--- src/rtl/rr_arbiter8.sv ---
// Round-robin arbiter: 8 requesters share one slot, with a registered one-hot grant and its encoded index.
// Optional HOLD_TIMEOUT_EN macro bounds each grant to MAX_HOLD cycles while others are waiting.
module rr_arbiter8 #(
  parameter int unsigned N        = 8,
  parameter int unsigned IDW      = 3,
  parameter int unsigned MAX_HOLD = 16
) (
  input  logic           clk,
  input  logic           rst_n,
  input  logic           en,
  input  logic [N-1:0]   req,
  output logic [N-1:0]   gnt,
  output logic [IDW-1:0] gnt_id,
  output logic           gnt_valid
);

  localparam int unsigned HCW = 8;

  typedef enum logic {
    IDLE  = 1'b0,
    GRANT = 1'b1
  } state_t;

  state_t         state;
  state_t         state_nxt;
  logic [IDW-1:0] ptr;
  logic [IDW-1:0] ptr_nxt;
  logic [N-1:0]   gnt_nxt;
  logic [IDW-1:0] gnt_id_nxt;
  logic           gnt_valid_nxt;

  logic [N-1:0]   req_other;
  logic [IDW-1:0] after_owner;
  logic [IDW-1:0] idle_win;
  logic [IDW-1:0] rot_win;

  // First set bit of r at or after start, scanning upward with wrap.
  function automatic logic [IDW-1:0] rr_search(input logic [N-1:0]   r,
                                               input logic [IDW-1:0] start);
    logic [IDW-1:0] win;
    int unsigned    j;
    win = start;
    for (int i = int'(N) - 1; i >= 0; i--) begin
      j = (int'(start) + i) % N;
      if (r[j]) win = IDW'(j);
    end
    return win;
  endfunction

  function automatic logic [N-1:0] onehot(input logic [IDW-1:0] idx);
    return N'(1) << idx;
  endfunction

  assign req_other   = req & ~gnt;
  assign after_owner = IDW'((int'(gnt_id) + 1) % N);
  assign idle_win    = rr_search(req, ptr);
  assign rot_win     = rr_search(req_other, after_owner);

`ifdef HOLD_TIMEOUT_EN
  logic [HCW-1:0] hold_cnt;
  logic [HCW-1:0] hold_cnt_nxt;
  logic           hold_expired;

  assign hold_expired = (hold_cnt == HCW'(MAX_HOLD - 1));
`endif

  // State and output registers.
  always_ff @(posedge clk or negedge rst_n) begin
    if (!rst_n) begin
      state     <= IDLE;
      ptr       <= '0;
      gnt       <= '0;
      gnt_id    <= '0;
      gnt_valid <= 1'b0;
    end else begin
      state     <= state_nxt;
      ptr       <= ptr_nxt;
      gnt       <= gnt_nxt;
      gnt_id    <= gnt_id_nxt;
      gnt_valid <= gnt_valid_nxt;
    end
  end

`ifdef HOLD_TIMEOUT_EN
  always_ff @(posedge clk or negedge rst_n) begin
    if (!rst_n) hold_cnt <= '0;
    else        hold_cnt <= hold_cnt_nxt;
  end
`endif

  // Next-state and next-output logic.
  always_comb begin
    state_nxt     = state;
    ptr_nxt       = ptr;
    gnt_nxt       = gnt;
    gnt_id_nxt    = gnt_id;
    gnt_valid_nxt = gnt_valid;
`ifdef HOLD_TIMEOUT_EN
    hold_cnt_nxt  = hold_cnt;
`endif

    case (state)
      IDLE: begin
        if (en && (|req)) begin
          state_nxt     = GRANT;
          gnt_nxt       = onehot(idle_win);
          gnt_id_nxt    = idle_win;
          gnt_valid_nxt = 1'b1;
`ifdef HOLD_TIMEOUT_EN
          hold_cnt_nxt  = '0;
`endif
        end
      end

      GRANT: begin
        if (req[gnt_id]) begin
`ifdef HOLD_TIMEOUT_EN
          // Owner still busy: rotate away only once its hold budget is used up.
          if (hold_expired) begin
            hold_cnt_nxt = '0;
            if (en && (|req_other)) begin
              ptr_nxt    = after_owner;
              gnt_nxt    = onehot(rot_win);
              gnt_id_nxt = rot_win;
            end
          end else begin
            hold_cnt_nxt = hold_cnt + HCW'(1);
          end
`endif
        end else begin
          // Release: hand over on the same edge when possible, else go idle.
          ptr_nxt = after_owner;
          if (en && (|req_other)) begin
            gnt_nxt    = onehot(rot_win);
            gnt_id_nxt = rot_win;
          end else begin
            state_nxt     = IDLE;
            gnt_nxt       = '0;
            gnt_valid_nxt = 1'b0;
          end
`ifdef HOLD_TIMEOUT_EN
          hold_cnt_nxt = '0;
`endif
        end
      end

      default: begin
        state_nxt     = IDLE;
        gnt_nxt       = '0;
        gnt_valid_nxt = 1'b0;
      end
    endcase
  end

`ifndef SYNTHESIS
  a_onehot : assert property (@(posedge clk) disable iff (!rst_n) $onehot0(gnt));
  a_valid  : assert property (@(posedge clk) disable iff (!rst_n) gnt_valid == (|gnt));
  a_id     : assert property (@(posedge clk) disable iff (!rst_n) gnt_valid |-> gnt[gnt_id]);
`endif

endmodule

--- config.mk ---
export PLATFORM = sky130hd
export DESIGN_NAME = rr_arbiter8
export DESIGN_NICKNAME = d
export VERILOG_FILES = /design/src/rtl/rr_arbiter8.sv
export SDC_FILE = /design/constraint.sdc
export NUM_CORES = 1
export LEC_CHECK = 0
export ABC_AREA = 1
export ABC_CLOCK_PERIOD_IN_PS = 6200
export CORE_MARGIN = 4
export CORE_UTILIZATION = 63
export DETAILED_ROUTE_END_ITERATION = 8
export PLACE_DENSITY_LB_ADDON = 0.2
export SLEW_MARGIN = 15
export SYNTH_ARGS = -nofsm -noshare
export SYNTH_HDL_FRONTEND = slang
export SYNTH_SLANG_ARGS = --single-unit
--- constraint.sdc ---
create_clock -name clk -period 6.2 [get_ports clk]
set_clock_uncertainty 0.2 [all_clocks]
set_input_delay 0.93 -clock clk [delete_from_list [all_inputs] [get_ports clk]]
set_output_delay 0.93 -clock clk [all_outputs]
set_load 0.05 [all_outputs]
==> results of run 1 <==
## cell usage in the layout (no fill, tap or decap), types with 2 or more instances in the layout
cell / netlist / routed
sky130_fd_sc_hd__ha_1: 4 / 4
sky130_fd_sc_hd__nand2_2: 23 / 23
sky130_fd_sc_hd__o211ai_1: 4 / 4
sky130_fd_sc_hd__clkdlybuf4s50_1: 0 / 22
sky130_fd_sc_hd__nor2_2: 3 / 3
sky130_fd_sc_hd__a21oi_1: 21 / 21
sky130_fd_sc_hd__nand3_2: 23 / 23
sky130_fd_sc_hd__inv_2: 10 / 10
sky130_fd_sc_hd__inv_1: 48 / 48
sky130_fd_sc_hd__nand2_1: 118 / 118
sky130_fd_sc_hd__clkbuf_8: 0 / 3
sky130_fd_sc_hd__o22ai_1: 3 / 3
sky130_fd_sc_hd__nor2_1: 34 / 34
sky130_fd_sc_hd__nand2_4: 4 / 4
sky130_fd_sc_hd__o21ai_0: 10 / 10
sky130_fd_sc_hd__a31oi_1: 2 / 2
sky130_fd_sc_hd__nand3_1: 70 / 70
sky130_fd_sc_hd__inv_4: 2 / 2
sky130_fd_sc_hd__o21ai_1: 2 / 2
sky130_fd_sc_hd__dfrtp_1: 16 / 16
## per-layer routing
metal	track usage [%]	vias up	part of all wire [%]
met5	0	-	0
met4	7.660	0	1.9
met3	4.173	20	9.5
met2	46.15	159	46
met1	40.60	1263	43
li1	-	1381	-
## stage by stage
stage / hold WS (ps) / cell area (um2) / instances
finish: 326.2 / 2673 / 479
global route: 352.9 / 2673 / 479
CTS: 330.3 / 2673 / 479
detailed placement: 311.7 / 2631 / 476
global placement: 293.7 / 2631 / 476
floorplan: 361.2 / 2440 / 416
## registers in the layout, summed over array words and instances, names as in the netlist
register	count
gnt_valid	1
ptr	3
state	1
gnt	8
gnt_id	3
## path summary, 6_finish.rpt
| check | slack, ps | from | endpoint | cells past startpoint |
|---|---|---|---|---|
| max | 2640 | gnt_id[0]$_DFFE_PN0P_ | gnt[0]$_DFFE_PN0P_ | 21 |
| max reg2reg | 2640 | gnt_id[0]$_DFFE_PN0P_ | gnt[0]$_DFFE_PN0P_ | 21 |
| max in group asynchronous | 4460 | rst_n | gnt[1]$_DFFE_PN0P_ | 1 |
| min reg2reg | 330 | gnt_valid$_DFFE_PN0P_ | gnt_valid$_DFFE_PN0P_ | 2 |
| min in group asynchronous | 900 | rst_n | gnt[7]$_DFFE_PN0P_ | 1 |
| min | 330 | gnt_valid$_DFFE_PN0P_ | gnt_valid$_DFFE_PN0P_ | 2 |
## worst max-delay path, stage by stage, from the launching register on
cell,delay (ps)
sky130_fd_sc_hd__dfrtp_1,780
sky130_fd_sc_hd__inv_6,160
sky130_fd_sc_hd__ha_1,690
sky130_fd_sc_hd__inv_4,140
sky130_fd_sc_hd__nand2_1,110
sky130_fd_sc_hd__nand2_2,100
sky130_fd_sc_hd__nand3_1,130
sky130_fd_sc_hd__nand3_1,130
sky130_fd_sc_hd__nand2_2,100
sky130_fd_sc_hd__inv_2,40
sky130_fd_sc_hd__nand2_1,50
sky130_fd_sc_hd__nand2_1,60
sky130_fd_sc_hd__nand2_1,50
sky130_fd_sc_hd__nand2_1,50
sky130_fd_sc_hd__nand2_2,80
sky130_fd_sc_hd__nand2_2,70
sky130_fd_sc_hd__nand2_4,70
sky130_fd_sc_hd__nand2_4,80
sky130_fd_sc_hd__nand3_1,120
sky130_fd_sc_hd__nor2_1,50
sky130_fd_sc_hd__nor2_1,140
sky130_fd_sc_hd__nor2_1,50
## final cells by class
class | count | area (um2)
clock buffer | 3 | 41.29
fill | 331 | 1016
inverter | 62 | 244.0
multi-input combinational | 328 | 1707
sequential | 16 | 400.4
tap | 48 | 60.06
timing repair buffer | 22 | 220.2
## kinds of logic after synthesis
logic type                 after synthesis  synth area share, %
and+or+nand+nor                        277                56.41
AOI/OAI and AO/OA                       46                10.82
adders and majority gates                4                2.051
xor gates and xnor gates                 1               0.6668
DFF                                     16                16.41
buffers and inverters                   72                13.64
==> qor.tcl, run 1 <==
set qor(gr-usage-all-layers_pct) 28.94
set qor(slew_viol_final) 0
set qor(finalWirelength_um) 6942
set qor(clock_tree_from_tritoncts) {yes}
set qor(grt_antenna_before_repair) 0
set qor(antenna-diode-count) 0
set qor(critPathCaptureType) {register}
set qor(yosys_warnings) 0
set qor(postSynthCellCount) 416
set qor(post-cts-setup-buffers) 0
set qor(detailroute.via_count) 2823
set qor(drt_first_pass_iters) 5
set qor(synthDominantAreaCellType) {sky130_fd_sc_hd__nand2_1}
set qor(final-setup-viol-count) 0
set qor(drt_drc_violations_left) 0
set qor(finalHoldViolCount) 0
set qor(clock_sink_count) 16
set qor(numCtsBuffers) 3
set qor(die_h_um) 70.23
set qor(design.die.area_mm2) 0.004932
set qor(post_cts_hold_buffer_count) 0
set qor(path_clk_slew_ps) 60
set qor(maximum_number_of_pins_on_one_net_before_global_route_repair) 19
set qor(pre_cts_slack_ps) 2745
set qor(pin_count) 23
set qor(worstSetupStartpointType) {register}
set qor(clk_latency_ps) 250
set qor(finalNetCount) 448
set qor(fmaxAchievable_mhz) 280.6
set qor(routedWlPerCell_um) 14.49
set qor(cp.required_ps) 6140
set qor(hp-class) {register to register}
set qor(asyncSetResetFlopFracSynth_pct) 100.0
set qor(rsz0062_at_grt) {no}
set qor(total_standard_cell_area_after_synthesis_mm2) 0.002440
set qor(gp_congestion) 1.089
set qor(drv.max_cap_violation_count) 0
set qor(wire_length_of_the_first_global_routing_pass_um) 12030
set qor(cts_repair_resize_count) 0
set qor(drive_gt1_share_pct) 16.94
set qor(run_status) {finished clean}
set qor(detail_route.iter0.violations) 410
set qor(netlist_top_cells_area) {sky130_fd_sc_hd__nand2_1, sky130_fd_sc_hd__dfrtp_1, sky130_fd_sc_hd__nand3_1}
set qor(die_w_um) 70.23
set qor(clk_path_buf_depth) 2
set qor(fin_tns_setup_ps) 0
set qor(worst_ep_arrival_time_ps) 3500
set qor(dpl.hpwl_um) 5594
set qor(yosys_most_used_dff) {sky130_fd_sc_hd__dfrtp_1}
set qor(synth-edff-count) 0
set qor(critical_path_class) {register to register}
set qor(timing.final.ws_setup_ps) 2636
set qor(vias_in_the_first_global_route) 2676
set qor(yosys-top-cells-count) {sky130_fd_sc_hd__nand2_1, sky130_fd_sc_hd__nand3_1, sky130_fd_sc_hd__inv_1}
set qor(synthesis.area_per_instance_um2) 5.865
set qor(final_util_pct) 72.46
set qor(initial_utilization_pct) 66.15
set qor(detail_routed_via_count_per_cell) 5.894
set qor(route.antenna.remaining_nets) 0
set qor(placementRows) 22
set qor(synthDominantCellAreaShare_pct) 18.15
set qor(yosysMostFrequentCell) {sky130_fd_sc_hd__nand2_1}
set qor(synth-seq-area-share_pct) 16.41
set qor(core_area_mm2) 0.003689
set qor(synthesis.nets) 431
set qor(critPathMaxFanout) 18
set qor(areaGrowthSynthToFinish_pct) 9.538
set qor(cts-htree-levels) 1
set qor(numPortBuffers) 22
set qor(globalRoute.totalOverflow) 0
set qor(period_share_pct) 57.48
set qor(ctsRootBufferMaster) {sky130_fd_sc_hd__clkbuf_8}
set qor(layout_min_cycle_time_ps) 3564
set qor(maxSlewHeadroom_pct) 53.86
set qor(synth_cell_type_count) 30
set qor(postSynthRegisterBits) 16
set qor(worst_slew_pin_slew_ps) 690.0
Power of run 1 is not shown: default switching activity piles up to over one toggle a cycle in this logic, so the estimate is an artifact.
==> run 2: changes to the inputs <==
--- a/config.mk
+++ b/config.mk
@@ -6,9 +6,9 @@
 export NUM_CORES = 1
 export LEC_CHECK = 0
 export ABC_AREA = 1
-export ABC_CLOCK_PERIOD_IN_PS = 6200
+export ABC_CLOCK_PERIOD_IN_PS = 3490
 export CORE_MARGIN = 4
-export CORE_UTILIZATION = 63
+export CORE_UTILIZATION = 59
 export DETAILED_ROUTE_END_ITERATION = 8
 export PLACE_DENSITY_LB_ADDON = 0.2
 export SLEW_MARGIN = 15
==> constraint.sdc (replaced) <==
create_clock -name clk -period 3.49 [get_ports clk]
set_clock_uncertainty 0.2 [all_clocks]
set_input_delay 0.5235 -clock clk [delete_from_list [all_inputs] [get_ports clk]]
set_output_delay 0.5235 -clock clk [all_outputs]
set_load 0.05 [all_outputs]
==> run 2 against run 1 <==
Net effect:
- final area rose by 1.2%
- critical path type unchanged
- worst hold slack got worse by 3.7 ps
- maximum frequency up 15%
- worst setup slack lost 2200 ps
- register-to-register slack lost 2200 ps
- sequential cell count stayed put
- sequential share of layout area fell by 0.17 points
- critical path depth shrank 1
- wire length fell by 0.45%
==> qor.tcl, run 2 (synthesized netlist as in run 1, its figures left out) <==
set qor(final-setup-viol-count) 0
set qor(hold_ws_ps) 322.5
set qor(fin_tns_setup_ps) 0
set qor(routedWlPerCell_um) 14.28
set qor(detailroute.via_count) 2793
set qor(worstSetupStartpointType) {register}
set qor(filler_cell_count) 374
set qor(areaGrowthSynthToFinish_pct) 10.82
set qor(clk_latency_ps) 250
set qor(drive_gt1_share_pct) 17.51
set qor(routed-wl-met2_um) 3021
set qor(die_h_um) 72.31
set qor(post_cts_hold_buffer_count) 0
set qor(rsz0062_at_grt) {no}
set qor(timing.final.ws_setup_ps) 402.0
set qor(placementRows) 23
set qor(numPortBuffers) 22
set qor(core_area_mm2) 0.004000
set qor(critPathCaptureType) {register}
set qor(met1_length_um) 3152
set qor(detail_route.iter0.violations) 392
set qor(gr-usage-all-layers_pct) 28.67
set qor(drv.max_cap_violation_count) 0
set qor(multiInputGateArea_mm2) 0.001707
set qor(regArea_um2) 400.4
set qor(clock_sink_count) 16
set qor(route.antenna.remaining_nets) 0
set qor(die_w_um) 72.31
set qor(met3_length_um) 616
set qor(initial_utilization_pct) 60.99
set qor(globalRoute.totalOverflow) 0
set qor(gp_congestion) 1.085
set qor(final_cell_mix) {sky130_fd_sc_hd__nand2_1, sky130_fd_sc_hd__nand3_1, sky130_fd_sc_hd__inv_1}
set qor(wire_length_of_the_first_global_routing_pass_um) 12120
set qor(worst_slew_pin_slew_ps) 728.4
set qor(antenna-diode-count) 0
set qor(pin_count) 23
set qor(worst_ep_arrival_time_ps) 3060
set qor(finalWirelength_um) 6911
set qor(critical_path_class) {register to register}
set qor(route.top_layer_used) {met4}
set qor(layout_top_registers) {gnt x8, gnt_id x3, ptr x3}
set qor(cts-htree-levels) 1
set qor(slew_viol_final) 0
set qor(vias_in_the_first_global_route) 2582
set qor(fmaxAchievable_mhz) 323.8
set qor(run_status) {finished clean}
set qor(maxSlewHeadroom_pct) 51.29
set qor(cts_repair_resize_count) 0
set qor(max_flop_register) {gnt}
set qor(post-cts-setup-buffers) 0
set qor(numCtsBuffers) 3
set qor(clock_tree_from_tritoncts) {yes}
set qor(design.die.area_mm2) 0.005228
set qor(finalNetCount) 450
set qor(detail_routed_via_count_per_cell) 5.771
set qor(finalHoldViolCount) 0
set qor(drt_first_pass_iters) 5
set qor(flip_flop_count_of_the_largest_register_after_layout) 8
set qor(drt_drc_violations_left) 0
set qor(layout_min_cycle_time_ps) 3088
set qor(dpl.hpwl_um) 5491
set qor(critPathMaxFanout) 18
set qor(mostFrequentLayoutCell) {sky130_fd_sc_hd__nand2_1}
set qor(grt_antenna_before_repair) 0
set qor(ctsRootBufferMaster) {sky130_fd_sc_hd__clkbuf_8}
set qor(hp-class) {register to register}
set qor(clk_path_buf_depth) 2
set qor(cp.required_ps) 3460
set qor(maximum_number_of_pins_on_one_net_before_global_route_repair) 19
set qor(path_clk_slew_ps) 60
set qor(period_share_pct) 88.48
set qor(pre_cts_slack_ps) 493.4
[run 2: changes by cell type in the layout (fill, tap and decap cells not counted), sizes merged]
cell    delta
buf        +2
clkbuf     +1
[run 2: final timing paths]
kind                                          to  slack [ps]                  start  cells past startpoint
max                           gnt[5]$_DFFE_PN0P_         400  gnt_id[0]$_DFFE_PN0P_                     20
min                        gnt_valid$_DFFE_PN0P_         320  gnt_valid$_DFFE_PN0P_                      2
max reg2reg                   gnt[5]$_DFFE_PN0P_         400  gnt_id[0]$_DFFE_PN0P_                     20
min reg2reg                gnt_valid$_DFFE_PN0P_         320  gnt_valid$_DFFE_PN0P_                      2
max in group asynchronous     gnt[1]$_DFFE_PN0P_        2120                  rst_n                      1
min in group asynchronous     gnt[6]$_DFFE_PN0P_         510                  rst_n                      1
[run 2: worst max-delay path, stage by stage, from the launching register on]
cell,delay (ps)
sky130_fd_sc_hd__dfrtp_1,410
sky130_fd_sc_hd__inv_6,100
sky130_fd_sc_hd__ha_1,640
sky130_fd_sc_hd__inv_4,130
sky130_fd_sc_hd__nand2_1,120
sky130_fd_sc_hd__nand2_2,110
sky130_fd_sc_hd__nand3_1,130
sky130_fd_sc_hd__nand3_2,110
sky130_fd_sc_hd__nand2_1,90
sky130_fd_sc_hd__nand2_1,50
sky130_fd_sc_hd__nand3_1,60
sky130_fd_sc_hd__nand3_1,80
sky130_fd_sc_hd__nand2_1,60
sky130_fd_sc_hd__nand2_1,40
sky130_fd_sc_hd__nand2_1,70
sky130_fd_sc_hd__nand2_1,60
sky130_fd_sc_hd__nand2_1,100
sky130_fd_sc_hd__nand2_2,120
sky130_fd_sc_hd__nor2_2,110
sky130_fd_sc_hd__nand2_1,60
sky130_fd_sc_hd__a21oi_1,150
[run 2: cell type report]
type / count / area share (%)
tap: 50 / 2.314
sequential: 16 / 14.81
clock buffer: 4 / 2.036
inverter: 62 / 9.024
multi-input combinational: 328 / 63.12
timing repair buffer: 24 / 8.700
[run 2: stage by stage]
step / std cells / util [%] / instance area, um2
global placement: 480 / 66.22 / 2649
global route: 484 / 67.59 / 2704
finish: 484 / 67.59 / 2704
detailed placement: 480 / 66.22 / 2649
CTS: 484 / 67.59 / 2704
floorplan: 416 / - / 2440
[run 2: per-layer routing]
metal | vias to the layer above | track usage [%]
met5 | - | 0
met4 | 0 | 8.142
met3 | 16 | 3.463
met2 | 165 | 43.17
met1 | 1225 | 42.89
li1 | 1387 | -
Power of run 2 is left out for the same reason.
==> run 3: changes to the inputs <==
--- a/config.mk
+++ b/config.mk
@@ -10,6 +10,7 @@
 export CORE_MARGIN = 4
 export CORE_UTILIZATION = 59
 export DETAILED_ROUTE_END_ITERATION = 8
+export MAX_ROUTING_LAYER = met4
 export PLACE_DENSITY_LB_ADDON = 0.2
 export SLEW_MARGIN = 15
 export SYNTH_ARGS = -nofsm -noshare
==> run 3 against run 2 <==
Net effect:
- worst setup slack better by 25 ps
- count of clock-buffer cells in the layout stayed put
- core utilization is 0.19 points higher
- global-route usage hardly changed
- non-clock buffer count is 1 higher
- critical path depth is 1 higher
- highest routed layer unchanged
- first-iteration DRC count is 2.6% higher
- die area stayed put
- final area is 0.28% higher
- maximum frequency is 0.80% higher
- via count is 1.1% lower
- critical endpoint is now gnt[4]$_DFFE_PN0P_
- final cell count is 0.21% higher
==> qor.tcl, run 3 (synthesized netlist as in run 1, its figures left out) <==
set qor(critPathMaxFanout) 11
set qor(gp_congestion) 0.9899
set qor(drt_first_pass_iters) 5
set qor(worstSetupStartpointType) {register}
set qor(worst_slew_pin_slew_ps) 738.5
set qor(reg_to_reg_endpoint) {gnt[4]$_DFFE_PN0P_}
set qor(post_cts_hold_buffer_count) 0
set qor(globalRoute.totalOverflow) 0
set qor(die_w_um) 72.31
set qor(detailroute.via_count) 2762
set qor(worst-path-buf-inv) 3
set qor(placementRows) 23
set qor(die_h_um) 72.31
set qor(finalNetCount) 451
set qor(clk_path_buf_depth) 2
set qor(maxSlewHeadroom_pct) 50.61
set qor(slew_viol_final) 0
set qor(antenna-diode-count) 0
set qor(worstSetupStartpoint) {ptr[1]$_DFFE_PN0P_}
set qor(critPathCaptureType) {register}
set qor(run_status) {finished clean}
set qor(maximum_number_of_pins_on_one_net_before_global_route_repair) 19
set qor(gate_family_responsible_for_the_most_delay_along_the_worst_path) {simple AND/OR/NAND/NOR gates}
set qor(detail_route.iter0.violations) 402
set qor(worst-r2r-setup-slack_ps) 430
set qor(route.antenna.remaining_nets) 0
set qor(rsz0062_at_grt) {no}
set qor(design.die.area_mm2) 0.005228
set qor(cp_cell_sequence) {inv_2 -> ha_1 -> inv_2 -> nand3_1 -> nand3_2 -> nand2_1 -> nand3_1 -> nand2_1 -> nand2_1 -> nand2_1 -> nand2_1 -> nand2_1 -> nand2_1 -> nand2_1 -> nand2_1 -> nand3_1 -> inv_1 -> nand2_1 -> nand2_1 -> nor2_1 -> nor2_1}
set qor(finalHoldViolCount) 0
set qor(final-setup-viol-count) 0
set qor(drt_drc_violations_left) 0
set qor(flip_flop_count_of_the_largest_register_after_layout) 8
set qor(pin_count) 23
set qor(gr-usage-all-layers_pct) 28.67
set qor(cp.required_ps) 3440
set qor(clock_tree_from_tritoncts) {yes}
set qor(drv.max_cap_violation_count) 0
set qor(cts_repair_resize_count) 0
set qor(routedWlPerCell_um) 14.16
set qor(clock_sink_count) 16
set qor(final_cell_mix) {sky130_fd_sc_hd__nand2_1, sky130_fd_sc_hd__nand3_1, sky130_fd_sc_hd__inv_1}
set qor(slowest_stage) {sky130_fd_sc_hd__dfrtp_1}
set qor(layout_min_cycle_time_ps) 3063
set qor(hp-class) {register to register}
set qor(worstReg2RegStart) {ptr[1]$_DFFE_PN0P_}
set qor(numCtsBuffers) 3
set qor(areaGrowthSynthToFinish_pct) 11.13
set qor(cpMostUsedCell) {sky130_fd_sc_hd__nand2_1}
set qor(worst-path-stages) 21
set qor(post-cts-setup-buffers) 0
set qor(clk_latency_ps) 250
set qor(core_area_mm2) 0.004000
set qor(fin_tns_setup_ps) 0
set qor(timing.reg2reg.worst_path_depth) 21
set qor(cts-htree-levels) 1
set qor(detail_routed_via_count_per_cell) 5.695
set qor(drive_gt1_share_pct) 17.70
set qor(numPortBuffers) 22
set qor(critical_path_class) {register to register}
set qor(period_share_pct) 87.78
set qor(dpl.hpwl_um) 5507
set qor(mostFrequentLayoutCell) {sky130_fd_sc_hd__nand2_1}
set qor(max_stage_delay_ps) 550
set qor(ctsRootBufferMaster) {sky130_fd_sc_hd__clkbuf_8}
set qor(max_flop_register) {gnt}
set qor(finalWirelength_um) 6867
set qor(wire_length_of_the_first_global_routing_pass_um) 11700
set qor(fmaxAchievable_mhz) 326.4
set qor(vias_in_the_first_global_route) 2512
set qor(grt_antenna_before_repair) 0
set qor(layout_top_registers) {gnt x8, gnt_id x3, ptr x3}
set qor(worst_ep_arrival_time_ps) 3010
set qor(initial_utilization_pct) 60.99
set qor(path_clk_slew_ps) 70
set qor(critical_path.endpoint) {gnt[4]$_DFFE_PN0P_}
-- run 3: cell count changes in the layout (fill, tap and decap cells not counted) --
cell and delta:
sky130_fd_sc_hd__buf_4 +1
-- run 3: metrics by stage --
stage | setup slack [ps] | instance area (um2) | std cells | utilization (%) | hold slack [ps]
floorplan | 516.1 | 2440 | 416 | - | 27.91
global placement | 499.3 | 2656 | 481 | 66.41 | 299.3
detailed placement | 489.1 | 2656 | 481 | 66.41 | 295.4
CTS | 486.7 | 2711 | 485 | 67.78 | 319.9
global route | 66.68 | 2711 | 485 | 67.78 | 372.1
finish | 426.6 | 2711 | 485 | 67.78 | 325.3
-- run 3: layer usage --
metal	global-route usage [%]	share of wire (%)	up-vias
met3	4.155	8.4	22
met4	8.559	2.2	0
met5	-	0	-
li1	-	-	1380
met1	41.14	46	1218
met2	41.66	43	142
-- run 3: worst register-to-register path, cell delays in order (launching register included) --
cell and delay (ps):
sky130_fd_sc_hd__dfrtp_1 550, sky130_fd_sc_hd__inv_2 190, sky130_fd_sc_hd__ha_1 540, sky130_fd_sc_hd__inv_2 160
sky130_fd_sc_hd__nand3_1 150, sky130_fd_sc_hd__nand3_2 110, sky130_fd_sc_hd__nand2_1 80, sky130_fd_sc_hd__nand3_1 70
sky130_fd_sc_hd__nand2_1 70, sky130_fd_sc_hd__nand2_1 50, sky130_fd_sc_hd__nand2_1 50, sky130_fd_sc_hd__nand2_1 50
sky130_fd_sc_hd__nand2_1 50, sky130_fd_sc_hd__nand2_1 50, sky130_fd_sc_hd__nand2_1 50, sky130_fd_sc_hd__nand2_1 60
sky130_fd_sc_hd__nand3_1 170, sky130_fd_sc_hd__inv_1 60, sky130_fd_sc_hd__nand2_1 60, sky130_fd_sc_hd__nand2_1 60
sky130_fd_sc_hd__nor2_1 110, sky130_fd_sc_hd__nor2_1 40
-- run 3: how the worst min path moves through the flow --
stage,end,from,cells after the start,slack (ps)
3_5_place_dp,gnt_valid$_DFFE_PN0P_,gnt_valid$_DFFE_PN0P_,2,300
6_report,gnt_valid$_DFFE_PN0P_,gnt_valid$_DFFE_PN0P_,2,330
4_1_cts,gnt_valid$_DFFE_PN0P_,gnt_valid$_DFFE_PN0P_,2,320
5_1_grt,gnt[4]$_DFFE_PN0P_,gnt[4]$_DFFE_PN0P_,2,370
2_1_floorplan,gnt[0]$_DFFE_PN0P_,rst_n,0,30
3_3_place_gp,gnt_valid$_DFFE_PN0P_,gnt_valid$_DFFE_PN0P_,2,300
-- run 3: layout make-up --
cell class                      instances  area [um2]
Multi-Input combinational cell        328        1707
Timing Repair Buffer                   25       242.7
Clock buffer                            4       55.05
Sequential cell                        16       400.4
Tap cell                               50       62.56
Inverter                               62       244.0
Fill cell                             365        1289
Power of run 3 is left out for the same reason.
